## config.mk

```make
export PLATFORM = sky130hd
export DESIGN_NAME = writeback_regfile
export DESIGN_NICKNAME = d
export VERILOG_FILES = /design/src/rtl/writeback_regfile.sv
export SDC_FILE = /design/constraint.sdc
export NUM_CORES = 1
export LEC_CHECK = 0
export BUFFER_PORTS_ARGS = -buffer_cell sky130_fd_sc_hd__buf_2
export CORE_UTILIZATION = 63
export DETAILED_ROUTE_END_ITERATION = 10
export PLACE_DENSITY = 0.86
export SETUP_SLACK_MARGIN = 0.02
export SLEW_MARGIN = 15
export SYNTH_ARGS = -nofsm -noshare
export SYNTH_HDL_FRONTEND = slang
export SYNTH_SLANG_ARGS = --single-unit
```

## constraint.sdc

```tcl
create_clock -name clock -period 1.7 [get_ports clock]
set_input_delay 0.34 -clock clock [delete_from_list [all_inputs] [get_ports clock]]
set_output_delay 0.34 -clock clock [all_outputs]
set_load 0.02 [all_outputs]
```

## src/rtl/writeback_regfile.sv

```systemverilog
// Writeback stage: selects one of four results, commits it to the register file,
// updates the N/Z/P condition code and returns two registered source operands.
module writeback_regfile #(
  parameter int DATA_W   = 16,
  parameter int NUM_REGS = 8,
  parameter int ADDR_W   = $clog2(NUM_REGS),
  parameter bit BYPASS   = 1'b1
) (
  input  logic              clock,
  input  logic              reset,
  input  logic              enable_writeback,
  input  logic [1:0]        W_Control,
  input  logic [DATA_W-1:0] aluout,
  input  logic [DATA_W-1:0] memout,
  input  logic [DATA_W-1:0] pcout,
  input  logic [DATA_W-1:0] npc,
  input  logic [ADDR_W-1:0] dr,
  input  logic [ADDR_W-1:0] sr1,
  input  logic [ADDR_W-1:0] sr2,
  output logic [2:0]        psr,
  output logic [DATA_W-1:0] vsr1,
  output logic [DATA_W-1:0] vsr2
);

  typedef enum logic [1:0] {
    SRC_ALU = 2'd0,
    SRC_MEM = 2'd1,
    SRC_PC  = 2'd2,
    SRC_NPC = 2'd3
  } wb_src_e;

  logic [DATA_W-1:0] rf [NUM_REGS];
  logic [DATA_W-1:0] wb_data;
  logic [2:0]        psr_next;
  logic              psr_update;
  logic              fwd1;
  logic              fwd2;

  // NOTE: every always_comb output gets a default first so no path leaves it unassigned (no latch).
  always_comb begin
    wb_data = aluout;
    unique case (wb_src_e'(W_Control))
      SRC_ALU: wb_data = aluout;
      SRC_MEM: wb_data = memout;
      SRC_PC:  wb_data = pcout;
      SRC_NPC: wb_data = npc;
      default: wb_data = aluout;
    endcase
  end

  // Link writes (npc) must not disturb the condition code.
  always_comb begin
    psr_update = enable_writeback && (wb_src_e'(W_Control) != SRC_NPC);
    psr_next   = 3'b001;
    if (wb_data[DATA_W-1])
      psr_next = 3'b100;
    else if (wb_data == '0)
      psr_next = 3'b010;
  end

  assign fwd1 = BYPASS && enable_writeback && (dr == sr1);
  assign fwd2 = BYPASS && enable_writeback && (dr == sr2);

  // NOTE: sequential state uses non-blocking assignments so all registers see pre-edge values.
  // NOTE: the register file is cleared on reset because software may read it before writing it.
  always_ff @(posedge clock or negedge reset) begin
    if (!reset) begin
      for (int i = 0; i < NUM_REGS; i++)
        rf[i] <= '0;
    end else if (enable_writeback) begin
      rf[dr] <= wb_data;
    end
  end

  always_ff @(posedge clock or negedge reset) begin
    if (!reset) begin
      psr  <= 3'b000;
      vsr1 <= '0;
      vsr2 <= '0;
    end else begin
      if (psr_update)
        psr <= psr_next;
      vsr1 <= fwd1 ? wb_data : rf[sr1];
      vsr2 <= fwd2 ? wb_data : rf[sr2];
    end
  end

endmodule

```

### Word level (Yosys, flattened, before mapping)

Index checks and enable logic that the tools add are counted.

* register bits: 163
* bits of input ports: 78
* output and inout port bits: 35
* logic and storage cells: 44

* $lt $le $gt $ge: 4
* eq/ne operators: 6
* muxes and demuxes: 14
* bitwise gates (word level): 3
* reductions and logical operators: 6

Operators with widths (count)
* 128-bit bitwise mux: 1
* 16-bit 2-to-1 mux: 7
* 16-bit binary-select mux with 3-bit select: 2
* 16-bit one-hot mux with 4 select lines: 1
* 16-bit demux with 3-bit select: 1
* 16-bit zero test: 1
* 4-bit greater-or-equal comparator, second input constant: 3
* 3-bit inverter with 4-bit output: 3
* 3-bit == test: 2
* 2-bit == test, second input constant: 2
* 1-bit logical AND: 4
* 4-bit by 1-bit < comparator with 1-bit output, second input constant: 1
* 3-bit 2-to-1 mux: 1
* 2-bit by 1-bit == test with 1-bit output, second input constant: 1
* 2-bit zero test: 1
* 2-bit 2-to-1 mux: 1
* 2-bit inequality test, second input constant: 1

### Logic depth before layout (Yosys ltp)

* depth in word-level cells: 6
* gate-level depth with buffers: 7
* mapped depth without buffers: 4

### Worst setup path before layout

No wires, ideal clock.

* path type: input to register
* start point: input port W_Control[0]
* end point: register psr[0]
* arrival time: 1.742 ns
* required time: 1.579 ns
* setup slack: -0.163 ns
* stages on the path: 6
* path buffers: 2
* cells stage by stage: buf_6 > buf_8 > mux4_1 > nor4_1 > nand4_1 > a22o_1

* longest elaborated chain between the ends: 5
* elaborated cells on any way between the ends: 10

RTL lines
* start: declaration: line 12 `input logic [1:0] W_Control,`
* 2-bit == test, or another cell as far along: line 42 `unique case (wb_src_e'(W_Control))`
* 16-bit one-hot mux with 4 select lines: line 42
* 16-bit zero test: line 57 `else if (wb_data == '0)`
* 2-bit 2-to-1 mux: line 57
* 3-bit 2-to-1 mux: line 55 `if (wb_data[DATA_W-1])`
* end signal: assignment: line 82 `psr <= psr_next;`
* end: declaration: line 20 `output logic [2:0] psr,`

Several ways; a longest one is shown, not always the timed one.
A chain may end at the register's enable or synchronous reset.

### Final worst setup path

* start point: input port W_Control[0]
* end point: register psr[1]

Same word-level chain as after synthesis.

==> results.md <==
- The flow ran to the end, and the final reports show no timing, DRC or antenna violations.
- After detailed routing, the average wire length per cell comes to 24.8 µm.
- The worst path needs 1.57 ns of the cycle, external delays included.
- After synthesis, the mean cell area works out to 11.3 µm².
- The tool flagged a number of max-cap violations equal to 0.
- The number of port buffers is 112.
- The clock transition at the registers of the reported paths is 0.06 ns.
- The maximum number of pins on one net before global-route repair is 41.
- The final weighted congestion in routability-driven placement is 0.919.
- The post-synthesis adder-cell area fraction is 0%.
- The data arrival time of the worst path is 1.91 ns.
- The final net count is 988.
- After synthesis, the largest family of logic cells by area is multiplexers.
- Setup repair after global routing left no endpoint under its margin.
- Counting cells, the worst reg-to-reg path comes to 3.
- The area of the die is 14100 µm².
- The effective utilization at floorplan is 64.7%.
- Once detailed placement completed, the half-perimeter wirelength came to 17700 µm.
- The routed layout has 7590 vias.
- The final number of max-transition violations is 0.
- In the synthesized netlist the async set-or-reset flop fraction comes to 100%.
- The maximum fanout along the worst path is 8.
- After synthesis the cells add up to 8600 µm².
- The final worst-path cycle share is 92.4%.
- The number of global-route vias before repair is 7701.
- The synthesized netlist devotes 10.5% of its cell area to compound gates.
- The initial antenna violation count is 0.
- The fmax is 637 MHz.
- Headroom to the max-slew limit came out at 74.1%.
- The power density over the cells is 1200 nW/µm².
- The part of the Yosys area used for sequential elements is 47.4%.
- The basic-gate share of the synthesized area counting and, or, nand and nor cells is 9.11%.
- The total wire length is 27300 µm.
- The critical path in this run is classified as in -> reg.
- The first global-routing pass estimated 42300 µm of wire.
- The buffering stage count on the worst path with inverters included is 3.
- The width of the chip is 119 µm.
- The worst hold path belongs to the class in -> async.
- The number of antenna diodes in the final layout is 0.
- The synthesized design contains 163 register bits.
- The chip height is 119 µm.
- The layout cell share with drive strength beyond 1 is 36.4%.
- For this run, the number of Yosys warnings is 0.
- Adding up every negative setup slack in the final design gives 0 ns.
- The signed area change from the synthesized netlist to the final layout is 23.5%.
- The utilization after layout is 79.8%.
- The row count is 42.
- The number of different library cells used by synthesis comes to 22.
- In this design, the stage delay of the slowest critical-path cell is 0.53 ns.
- The post-route total power is 0.0128 W.
- sky130_fd_sc_hd__dfrtp_1 is the most common cell in the netlist.
- The startpoint identified for the worst register-to-register timing path is rf[21].
- The gate count after technology mapping is 758.
- Once placement completed, the tool counted placed cells totaling 1064.
- For the pin with the worst max-slew slack, the measured transition is 0.377 ns.
- The number of enable flip-flop cells after synthesis is 0.
- The cell sitting at the root of the clock tree is a sky130_fd_sc_hd__clkbuf_16.
- The core outline area is 13300 µm².
- The CTS tree is done.
- At the worst endpoint, the required time is 2.04 ns.
- The boundary pin count is 113.
- The worst clock skew is 0.00955 ns.
- Summed over its instances, the top area cell type makes up 47.4% of the synthesized netlist area.
- The worst register-to-register path has a setup slack of 0.20 ns.
- The final-report setup violation count is 0.
- STA classifies the critical path endpoint as a flop.
- The maximum resistive drop on vdd is 0.000616 V.
- Once detail routing completed, the nets flagged for antenna violations numbered 0.
- After detailed routing, the number of remaining DRC violations is 0.
- For this block, the initial DRC count from the detailed router was 1001.
- In this run the static leakage power is 4.92 nW.
- The dominant register cell in the synthesized netlist is sky130_fd_sc_hd__dfrtp_1.
- Traced cell by cell, the critical path runs through buf_6, buf_12, mux4_2, nor4_2, buf_4, nand4_1, o31ai_1.
- Ranked by instance count, the synthesized netlist is headed by sky130_fd_sc_hd__dfrtp_1, sky130_fd_sc_hd__nand2_1, sky130_fd_sc_hd__o21ai_0.
- The largest total area in the synthesized netlist belongs to sky130_fd_sc_hd__dfrtp_1.
- The post-route non-filler standard cell count is 1099.
- The number of buffers on the longest clock path is 2.
- The number of H-tree levels is 4.
- Yosys attributes the largest share of cell area to sky130_fd_sc_hd__dfrtp_1, sky130_fd_sc_hd__mux4_2, sky130_fd_sc_hd__o21ai_0.
- The number of sinks handled by clock tree synthesis is 163.
- The endpoint identified for the worst register-to-register timing path is vsr2[5].
- Counting every net in the synthesized netlist gives 836.
- Multiplexer cells account for 29.0% of the synthesized area.
- Global routing consumed, over all layers together, 40.7% of the routing resources.
- The number of optimization iterations in the first detailed-route pass is 6.
- STA classifies the critical path startpoint as an input pin.
- The number of clock buffers inserted by TritonCTS is 17.
- The number of vias per cell is 6.91.
- At the later pin of the worst-skew pair, clock insertion delay measures 0.44 ns.
- The number of hold violations in the final report is 0.
- The cell family contributing the most delay on the critical path is multiplexers.
- The slowest stage of the critical path belongs to the cell sky130_fd_sc_hd__mux4_2.
- The xor and xnor fraction of the mapped netlist area is 0.611%.
- The total overflow left after global routing is 0.
## placed cells by master (no fill, tap or decap)
master	instances
sky130_fd_sc_hd__dfrtp_1	163
sky130_fd_sc_hd__nand2_1	151
sky130_fd_sc_hd__o21ai_0	129
sky130_fd_sc_hd__buf_2	110
sky130_fd_sc_hd__mux4_2	79
sky130_fd_sc_hd__buf_4	68
sky130_fd_sc_hd__mux2i_1	48
sky130_fd_sc_hd__nor2_1	34
sky130_fd_sc_hd__a21oi_1	32
sky130_fd_sc_hd__clkbuf_16	17
sky130_fd_sc_hd__mux2_2	16
sky130_fd_sc_hd__buf_12	16
sky130_fd_sc_hd__o21ai_2	13
sky130_fd_sc_hd__xnor2_1	6
sky130_fd_sc_hd__nand4_1	4
sky130_fd_sc_hd__nand3_1	4
sky130_fd_sc_hd__clkbuf_1	4
sky130_fd_sc_hd__nor2b_1	3
sky130_fd_sc_hd__o21ai_1	3
sky130_fd_sc_hd__clkbuf_8	3
sky130_fd_sc_hd__bufinv_16	3
sky130_fd_sc_hd__buf_6	3
sky130_fd_sc_hd__nor4_2	2
sky130_fd_sc_hd__clkinv_2	2
sky130_fd_sc_hd__clkinvlp_4	2
sky130_fd_sc_hd__mux4_1	1
sky130_fd_sc_hd__inv_1	1
sky130_fd_sc_hd__nor4_4	1
sky130_fd_sc_hd__nor4_1	1
sky130_fd_sc_hd__o31ai_1	1
sky130_fd_sc_hd__a22o_1	1
sky130_fd_sc_hd__inv_6	1
sky130_fd_sc_hd__dlygate4sd3_1	1
## cell families after synthesis
| kind of cell | Yosys count |
|---|---|
| XOR/XNOR | 6 |
| flip-flops | 163 |
| buffers and inverters | 66 |
| AND/OR/NAND/NOR | 200 |
| multiplexers | 144 |
| AO/OA/AOI/OAI | 179 |
## flip-flops by register name, indices dropped and copies added, names as in the netlist
register	cells
rf	128
psr	3
vsr2	16
vsr1	16
## metrics by stage
stage / instance area (µm²) / hold slack, ns / setup WS [ns]
floorplan: 8630 / 0.0444 / -0.0727
global placement: 9930 / 0.265 / -0.451
detailed placement: 9930 / 0.280 / -0.465
CTS: 10600 / 0.399 / 0.0361
global route: 10600 / 0.426 / 0.00125
finish: 10600 / 0.409 / 0.129
## what timing repair did
action | CTS | global route
pin swaps | 0 | 3
cloned | 0 | 0
endpoints found under the setup margin | 2 | 2
endpoints found under the hold margin | 33 | 0
hold buffers | 1 | 0
setup buffers | 0 | 2
resized for setup | 2 | 9
## final cells by class
type                    count  area [µm²]
clock inverters             8         124
fillers                   682        2680
inverters                   1        3.75
flip-flops and latches    163        4080
well taps                 176         220
multi-input cells         529        4280
clock buffers              24         482
repair buffers            198        1430
## power by group
part	switching (W)	internal (W)	total (W)
clock	0.00154	0.00243	0.00397
combinational	0.00180	0.00155	0.00335
sequential	0.000695	0.00475	0.00544
## worst max path at each step
stage            startpoint     end  slack (ns)  cells past startpoint
4_1_cts        W_Control[0]  psr[0]        0.04                      6
5_1_grt        W_Control[0]  psr[1]       0.001                      7
6_report       W_Control[0]  psr[1]        0.13                      7
3_5_place_dp   W_Control[0]  psr[0]       -0.46                      6
2_1_floorplan  W_Control[0]  psr[0]       -0.07                      6
3_3_place_gp   W_Control[0]  psr[0]       -0.45                      6
## routing by layer
| metal | track usage, % | routed length, µm | vias up | part of all wire (%) |
|---|---|---|---|---|
| li1 | - | - | 3052 | - |
| met1 | 50.4 | 9620 | 3705 | 35 |
| met2 | 65.9 | 13200 | 654 | 48 |
| met3 | 11.9 | 3030 | 179 | 11 |
| met4 | 20.3 | 1410 | 0 | 5.2 |
| met5 | 0 | 0 | - | 0 |
No activity file was read; power rests on OpenSTA's default activity.
